$ cat src/rtl/sc_lane_shifter.sv
// sc_lane_shifter
// Holds one lane's obstacle pattern and rotates it by one cell every
// Period+3 clocks while enabled. Each rotate or load is followed by a
// single SEND cycle that raises the send strobe for the downstream delay stage.
// Optional build macro: LANESHIFTER_POSITION_EN adds a rotation position
// output (SC_LANESHIFTER_Position_outBus).
module sc_lane_shifter #(
    parameter int                       DATAWIDTH_BUS   = 8,
    parameter int                       PRESCALER_WIDTH = 24,
    parameter logic [DATAWIDTH_BUS-1:0] INIT_PATTERN    = DATAWIDTH_BUS'(3)
) (
    input  logic                       SC_LANESHIFTER_CLOCK_50,
    input  logic                       SC_LANESHIFTER_RESET_InHigh,
    input  logic                       SC_LANESHIFTER_Load_In,
    input  logic [DATAWIDTH_BUS-1:0]   SC_LANESHIFTER_Pattern_inBus,
    input  logic                       SC_LANESHIFTER_Enable_In,
    input  logic                       SC_LANESHIFTER_Direction_In,
    input  logic [PRESCALER_WIDTH-1:0] SC_LANESHIFTER_Period_inBus,
    output logic [DATAWIDTH_BUS-1:0]   SC_LANESHIFTER_Data_outBus,
    output logic                       SC_LANESHIFTER_SendDataSignal_Out,
    output logic [1:0]                 SC_LANESHIFTER_State_outBus
`ifdef LANESHIFTER_POSITION_EN
    ,
    output logic [$clog2(DATAWIDTH_BUS)-1:0] SC_LANESHIFTER_Position_outBus
);
`else
);
`endif

    typedef enum logic [1:0] {
        IDLE  = 2'd0,
        COUNT = 2'd1,
        SHIFT = 2'd2,
        SEND  = 2'd3
    } state_t;

    state_t                     state_reg;
    state_t                     state_next;
    logic [PRESCALER_WIDTH-1:0] counter_reg;
    logic [DATAWIDTH_BUS-1:0]   data_reg;
    logic [DATAWIDTH_BUS-1:0]   rot_left;
    logic [DATAWIDTH_BUS-1:0]   rot_right;
    logic                       count_done;

    // Period is compared live, so lowering it below the running count
    // ends the COUNT phase on the very next edge.
    assign count_done = (counter_reg >= SC_LANESHIFTER_Period_inBus);

    // One-cell rotations of the lane: left moves cells toward the MSB with the
    // MSB wrapping into bit 0; right moves toward the LSB with bit 0 wrapping
    // into the MSB.
    generate
        for (genvar gi = 0; gi < DATAWIDTH_BUS; gi++) begin : g_rot
            assign rot_left[gi]  = data_reg[(gi + DATAWIDTH_BUS - 1) % DATAWIDTH_BUS];
            assign rot_right[gi] = data_reg[(gi + 1) % DATAWIDTH_BUS];
        end
    endgenerate

    // State register.
    always_ff @(posedge SC_LANESHIFTER_CLOCK_50 or posedge SC_LANESHIFTER_RESET_InHigh) begin
        if (SC_LANESHIFTER_RESET_InHigh) begin
            state_reg <= IDLE;
        end else begin
            state_reg <= state_next;
        end
    end

    // Next-state logic; a load overrides whatever the FSM was about to do.
    always_comb begin
        state_next = state_reg;
        if (SC_LANESHIFTER_Load_In) begin
            state_next = SEND;
        end else begin
            case (state_reg)
                IDLE: begin
                    if (SC_LANESHIFTER_Enable_In) begin
                        state_next = COUNT;
                    end
                end
                COUNT: begin
                    if (!SC_LANESHIFTER_Enable_In) begin
                        state_next = IDLE;
                    end else if (count_done) begin
                        state_next = SHIFT;
                    end
                end
                SHIFT: begin
                    state_next = SEND;
                end
                SEND: begin
                    state_next = SC_LANESHIFTER_Enable_In ? COUNT : IDLE;
                end
                default: begin
                    state_next = IDLE;
                end
            endcase
        end
    end

    // Moore outputs: the strobe is high exactly while presenting new data.
    always_comb begin
        SC_LANESHIFTER_SendDataSignal_Out = (state_reg == SEND);
        SC_LANESHIFTER_State_outBus       = state_reg;
    end

    // Prescaler counter: only advances while counting and below the limit, so
    // it can never wrap; every other path leaves it cleared.
    always_ff @(posedge SC_LANESHIFTER_CLOCK_50 or posedge SC_LANESHIFTER_RESET_InHigh) begin
        if (SC_LANESHIFTER_RESET_InHigh) begin
            counter_reg <= '0;
        end else if (SC_LANESHIFTER_Load_In) begin
            counter_reg <= '0;
        end else if ((state_reg == COUNT) && SC_LANESHIFTER_Enable_In && !count_done) begin
            counter_reg <= counter_reg + PRESCALER_WIDTH'(1);
        end else begin
            counter_reg <= '0;
        end
    end

    // Lane pattern register: load wins over a rotate scheduled on the same edge.
    always_ff @(posedge SC_LANESHIFTER_CLOCK_50 or posedge SC_LANESHIFTER_RESET_InHigh) begin
        if (SC_LANESHIFTER_RESET_InHigh) begin
            data_reg <= INIT_PATTERN;
        end else if (SC_LANESHIFTER_Load_In) begin
            data_reg <= SC_LANESHIFTER_Pattern_inBus;
        end else if (state_reg == SHIFT) begin
            data_reg <= SC_LANESHIFTER_Direction_In ? rot_right : rot_left;
        end
    end

    assign SC_LANESHIFTER_Data_outBus = data_reg;

`ifdef LANESHIFTER_POSITION_EN
    localparam int POS_W = $clog2(DATAWIDTH_BUS);
    localparam logic [POS_W-1:0] POS_LAST = POS_W'(DATAWIDTH_BUS - 1);

    logic [POS_W-1:0] position_reg;

    // Rotation position modulo lane width, moving in step with the data.
    always_ff @(posedge SC_LANESHIFTER_CLOCK_50 or posedge SC_LANESHIFTER_RESET_InHigh) begin
        if (SC_LANESHIFTER_RESET_InHigh) begin
            position_reg <= '0;
        end else if (SC_LANESHIFTER_Load_In) begin
            position_reg <= '0;
        end else if (state_reg == SHIFT) begin
            if (SC_LANESHIFTER_Direction_In) begin
                position_reg <= (position_reg == '0) ? POS_LAST : position_reg - POS_W'(1);
            end else begin
                position_reg <= (position_reg == POS_LAST) ? '0 : position_reg + POS_W'(1);
            end
        end
    end

    assign SC_LANESHIFTER_Position_outBus = position_reg;
`endif

endmodule

$ cat config.mk
export PLATFORM = sky130hd
export DESIGN_NAME = sc_lane_shifter
export DESIGN_NICKNAME = d
export VERILOG_FILES = /design/src/rtl/sc_lane_shifter.sv
export SDC_FILE = /design/constraint.sdc
export NUM_CORES = 1
export LEC_CHECK = 0
export CAP_MARGIN = 20
export CELL_PAD_IN_SITES_DETAIL_PLACEMENT = 1
export CELL_PAD_IN_SITES_GLOBAL_PLACEMENT = 1
export CORE_MARGIN = 2
export CORE_UTILIZATION = 43
export DETAILED_ROUTE_END_ITERATION = 10
export PLACE_DENSITY = 0.92
export SYNTH_ARGS = -nofsm -noshare
export SYNTH_HDL_FRONTEND = slang
export SYNTH_SLANG_ARGS = --single-unit
$ cat constraint.sdc
create_clock -name SC_LANESHIFTER_CLOCK_50 -period 3.05 [get_ports SC_LANESHIFTER_CLOCK_50]
set_input_delay 0.61 -clock SC_LANESHIFTER_CLOCK_50 [delete_from_list [all_inputs] [get_ports SC_LANESHIFTER_CLOCK_50]]
set_output_delay 0.61 -clock SC_LANESHIFTER_CLOCK_50 [all_outputs]
set_load 0.05 [all_outputs]
== Word-level counts from Yosys, hierarchy flattened ==
Cells that the tools add are included.

* Bits in registers: 34
* Input port bits: 37
* Output and inout port bits: 11
* Word-level logic and storage cells: 27

* Add/sub/neg operators: 1
* Magnitude comparators: 1
* Equality and inequality tests: 5
* Muxes and demuxes: 11
* Reductions and logical operators: 6

{| class="wikitable"
|+ Operators with widths
! kind !! count
|-
| $mux W24 || 2
|-
| $add A24 B1 Y24 const B || 1
|-
| $ge A24 B24 Y1 || 1
|-
| $mux W8 || 3
|-
| $mux W2 || 4
|-
| $pmux W2 S4 || 1
|-
| $eq A2 B2 Y1 const B || 2
|-
| $ne A4 B4 Y1 const B || 1
|-
| $ne A3 B3 Y1 const B || 1
|-
| $eq A2 B1 Y1 const B || 1
|-
| $logic_and A1 B1 Y1 || 2
|-
| $logic_not A2 Y1 || 1
|-
| $reduce_and A2 Y1 || 1
|-
| $reduce_bool A2 Y1 || 1
|-
| $logic_not A1 Y1 || 1
|-
| $mux W1 || 1
|}

== Depth between registers and ports, before layout ==
* Depth in word-level cells: 5
* Gate-level depth with buffers: 9

== Worst setup path before layout ==
Ideal clock, no wire load.

* Path kind: input to register
* From: input port SC_LANESHIFTER_Period_inBus[0]
* To: register counter_reg[4]
* Library setup time: 0.081 ns
* Data arrival time: 2.121 ns
* Required time: 2.969 ns
* Setup slack: 0.848 ns
* Cell stages on the path: 8
* Path through: ha_1 -> or3b_1 -> o2111ai_1 -> a21oi_1 -> o311a_1 -> buf_6 -> buf_12 -> nor3_2

* Word-level cells in the longest chain between the ends: 5

{| class="wikitable"
|+ RTL lines
! element !! RTL line !! text
|-
| start: declaration || 18 || <nowiki>input logic [PRESCALER_WIDTH-1:0] SC_LANESHIFTER_Period_inBus,</nowiki>
|-
| $ge A24 B24 Y1 || 47 || <nowiki>assign count_done = (counter_reg >= SC_LANESHIFTER_Period_inBus);</nowiki>
|-
| $logic_not A1 Y1 || 113 || <nowiki>end else if ((state_reg == COUNT) && SC_LANESHIFTER_Enable_In && !count_done) begin</nowiki>
|-
| $logic_and A1 B1 Y1 || 113 ||
|-
| $mux W24 || 113 ||
|-
| $mux W24 || 111 || <nowiki>end else if (SC_LANESHIFTER_Load_In) begin</nowiki>
|-
| end signal: assignment || 114 || <nowiki>counter_reg <= counter_reg + PRESCALER_WIDTH'(1);</nowiki>
|-
| end: declaration || 39 || <nowiki>logic [PRESCALER_WIDTH-1:0] counter_reg;</nowiki>
|}

Every way passes these cells.
A chain may end at the register's enable or synchronous reset.

== Worst setup path after layout ==
* From: input port SC_LANESHIFTER_Period_inBus[1]
* To: register counter_reg[14]

The elaborated chain is that of the path after synthesis.

==> results.py <==
metrics = {
    "run_status": {
        "outcome": "complete, no violations",
    },
    "sta": {
        "hold_viol_final": 0,
        "maxSlewViolCount": 0,
        "fmax_mhz": 399,
        "fin_crit_ps": 2510,
        "slew_headroom_pct": 57.1,
        "fin_skew_ps": 7.60,
        "tns_ps": 0,
        "rsz0062_at_grt": "no",
        "tightest_slew_ps": 639,
        "hold_ws_ps": 508,
        "setup_viol": 0,
        "finalCritPeriodShare_pct": 82.3,
    },
    "synth": {
        "synth_commonest_cells": "32 x dfrtp_1, 27 x inv_1, 25 x ha_1, 20 x nor3_2",
        "syn_avg_cell_area_sq_um": 9.50,
        "netlist.area_leader.share_pct": 32.3,
        "yosysMostFrequentCell": "dfrtp_1",
        "syn-num-nets": 323,
        "synthFlopType": "dfrtp_1",
        "yosysTopAreaCell": "dfrtp_1",
        "synth.area.top_cells": "dfrtp_1 32%, ha_1 13%, nor3_2 8.1%",
        "syn_inst": 261,
        "ys_seq_area_share_pct": 34.4,
        "ys_warn_count": 0,
        "syn_area_sq_mm": 0.00248,
        "synth-async-reset-ratio_pct": 100,
        "ys_ff_latch": 34,
        "ys_types": 38,
        "synth_edf_count": 0,
    },
    "critical_path": {
        "endpoint_kind": "register",
        "crit_slowest_cell": "clkdlybuf4s50_1",
        "crit_end": "counter_reg[14]",
        "critPathMaxStageDelay_ps": 450,
        "critical_path.startpoint_type": "primary input",
        "r2r-end": "counter_reg[14]",
        "crit_chain": "clkdlybuf4s50_1, inv_1, ha_1, or3b_1, o2111ai_1, a21oi_1, o311a_1, buf_12, nor3_2",
        "worst_ep_required_time_ps": 3250,
        "arrival_ps": 2710,
        "startpoint": "SC_LANESHIFTER_Period_inBus[1]",
        "ff2ff_path_depth": 8,
        "worstSetupPathType": "in -> reg",
        "rrSetupSlack_ps": 800,
        "reg2reg_from": "counter_reg[0]",
        "path_max_fanout": 26,
    },
    "detailed_routing": {
        "ant_nets": 0,
        "first_iter_violations": 66,
        "firstDrtPassIters": 6,
        "drt_wl_total_um": 6330,
        "vias_per_cell": 5.41,
        "drc_errors": 0,
        "vias": 2065,
        "drt-wirelength-per-cell_um": 16.6,
    },
    "cts": {
        "cts.sinks": 34,
        "root_buffer": "clkbuf_8",
        "clkTransAtPathRegs_ps": 80,
        "cts_buffers": 5,
        "clock_latency_ps": 290,
        "cts_tree": "done",
        "cts_resized": 0,
        "htreeDepth": 2,
        "ctsHoldBuffers": 0,
        "cts.path.max_buffers": 2,
        "cts_setup_buffers": 0,
    },
    "placement": {
        "placed_cell_area_sq_mm": 0.00301,
        "gp_congestion": 0.812,
        "dp_hpwl_um": 4770,
        "portBuffers": 47,
        "dp.cells": 374,
    },
    "cells_and_area": {
        "multiInputGateArea_sq_mm": 0.00144,
        "stdcell_count": 382,
        "fill_cells": 635,
        "drive_gt1_share_pct": 12.9,
        "regArea_sq_um": 853,
        "final_area_sq_mm": 0.00312,
        "nNetsFinal": 371,
        "antenna_cells_inserted": 0,
        "largest_register_ff_count": 24,
        "area_delta_synth_final_pct": 26.0,
    },
    "floorplanning": {
        "start_util_pct": 44.7,
        "design.die.area_sq_mm": 0.00639,
        "core_area_sq_mm": 0.00554,
        "rows": 27,
        "die_w_um": 79.9,
        "ioPinCount": 48,
        "die_h_um": 79.9,
    },
    "grt": {
        "grt_pass1_wl_um": 10400,
        "grt_usage_pct": 21.0,
        "gr-total-overflow": 0,
        "antenna_found_initial": 0,
        "grt_pass1_vias": 2232,
        "grt_max_degree": 35,
    },
    "power_and_ir_drop": {
        "power.density_mw_per_mm2": 391,
        "finalPower_mw": 1.22,
        "ir_worst_vdd_uv": 295,
        "p_leak_nw": 1.39,
    },
    "min_path": {
        "hp-class": "reg -> reg",
    },
    "run": {
        "drv_cap": 0,
    },
}
[cell type report]
cell class	count	share of cell area, %
clock inverter	3	1.28
sequential	34	27.3
inverter	27	3.25
timing repair buffer	52	17.1
tap	72	2.88
multi-input combinational	189	46.0
clock buffer	5	2.20
[layer usage]
metal  vias to the layer above  global-route usage (%)  wire [um]
li1                       1009                       -          -
met1                      1007                    25.9       2850
met2                        43                    36.8       3160
met3                         6                    4.86        249
met4                         0                    5.59         65
met5                         -                       0          0
[metrics by stage]
stage | utilization (%) | worst slack (ps)
after floorplan | - | 848
after global routing | 56.4 | 441
final | 56.4 | 541
after global placement | 54.4 | 285
after detailed placement | 54.4 | 255
after CTS | 56.4 | 546
[power breakdown]
part           internal [mW]  switching [mW]
Sequential             0.477          0.0292
Combinational          0.128           0.175
Clock                  0.241           0.171
[cell usage in the layout (no fill, tap or decap), types with 5 or more instances in the layout]
| cell type | instances |
|---|---|
| o21ai_0 | 11 |
| nand4_1 | 10 |
| nand2_1 | 18 |
| inv_1 | 27 |
| a21oi_1 | 16 |
| mux2i_1 | 8 |
| dfrtp_1 | 32 |
| ha_1 | 25 |
| clkdlybuf4s50_1 | 47 |
| nand3_1 | 12 |
| and3_1 | 5 |
| nor3_2 | 20 |
| clkbuf_8 | 5 |
| xor2_1 | 18 |
| nor2_1 | 15 |
[worst min path at each step]
stage                                        startpoint                       endpoint  cells after the start
final                     SC_LANESHIFTER_Data_outBus[0]  SC_LANESHIFTER_Data_outBus[0]                      2
after global routing      SC_LANESHIFTER_Data_outBus[0]  SC_LANESHIFTER_Data_outBus[0]                      2
after CTS                 SC_LANESHIFTER_Data_outBus[1]  SC_LANESHIFTER_Data_outBus[1]                      2
after detailed placement  SC_LANESHIFTER_Data_outBus[1]  SC_LANESHIFTER_Data_outBus[1]                      2
after global placement    SC_LANESHIFTER_Data_outBus[1]  SC_LANESHIFTER_Data_outBus[1]                      2
after floorplan                          counter_reg[0]                 counter_reg[0]                      1
[logic make-up after synthesis]
kind of cell | count (synthesis) | synth area share (%)
AO/OA/AOI/OAI | 36 | 8.83
adder cells (fa/ha/maj) | 26 | 13.0
multiplexers | 8 | 3.23
AND/OR/NAND/NOR | 97 | 25.1
XOR/XNOR | 22 | 7.77
flip-flops | 34 | 34.4
buffers and inverters | 38 | 7.62
[critical path, delay by kind of cell]
family | cells | cell delay (ps)
buffers and inverters | 3 | 680
AOI/OAI and AO/OA | 3 | 650
adders and majority gates | 1 | 200
and+or+nand+nor | 2 | 560
No activity file was read; power rests on OpenSTA's default activity.
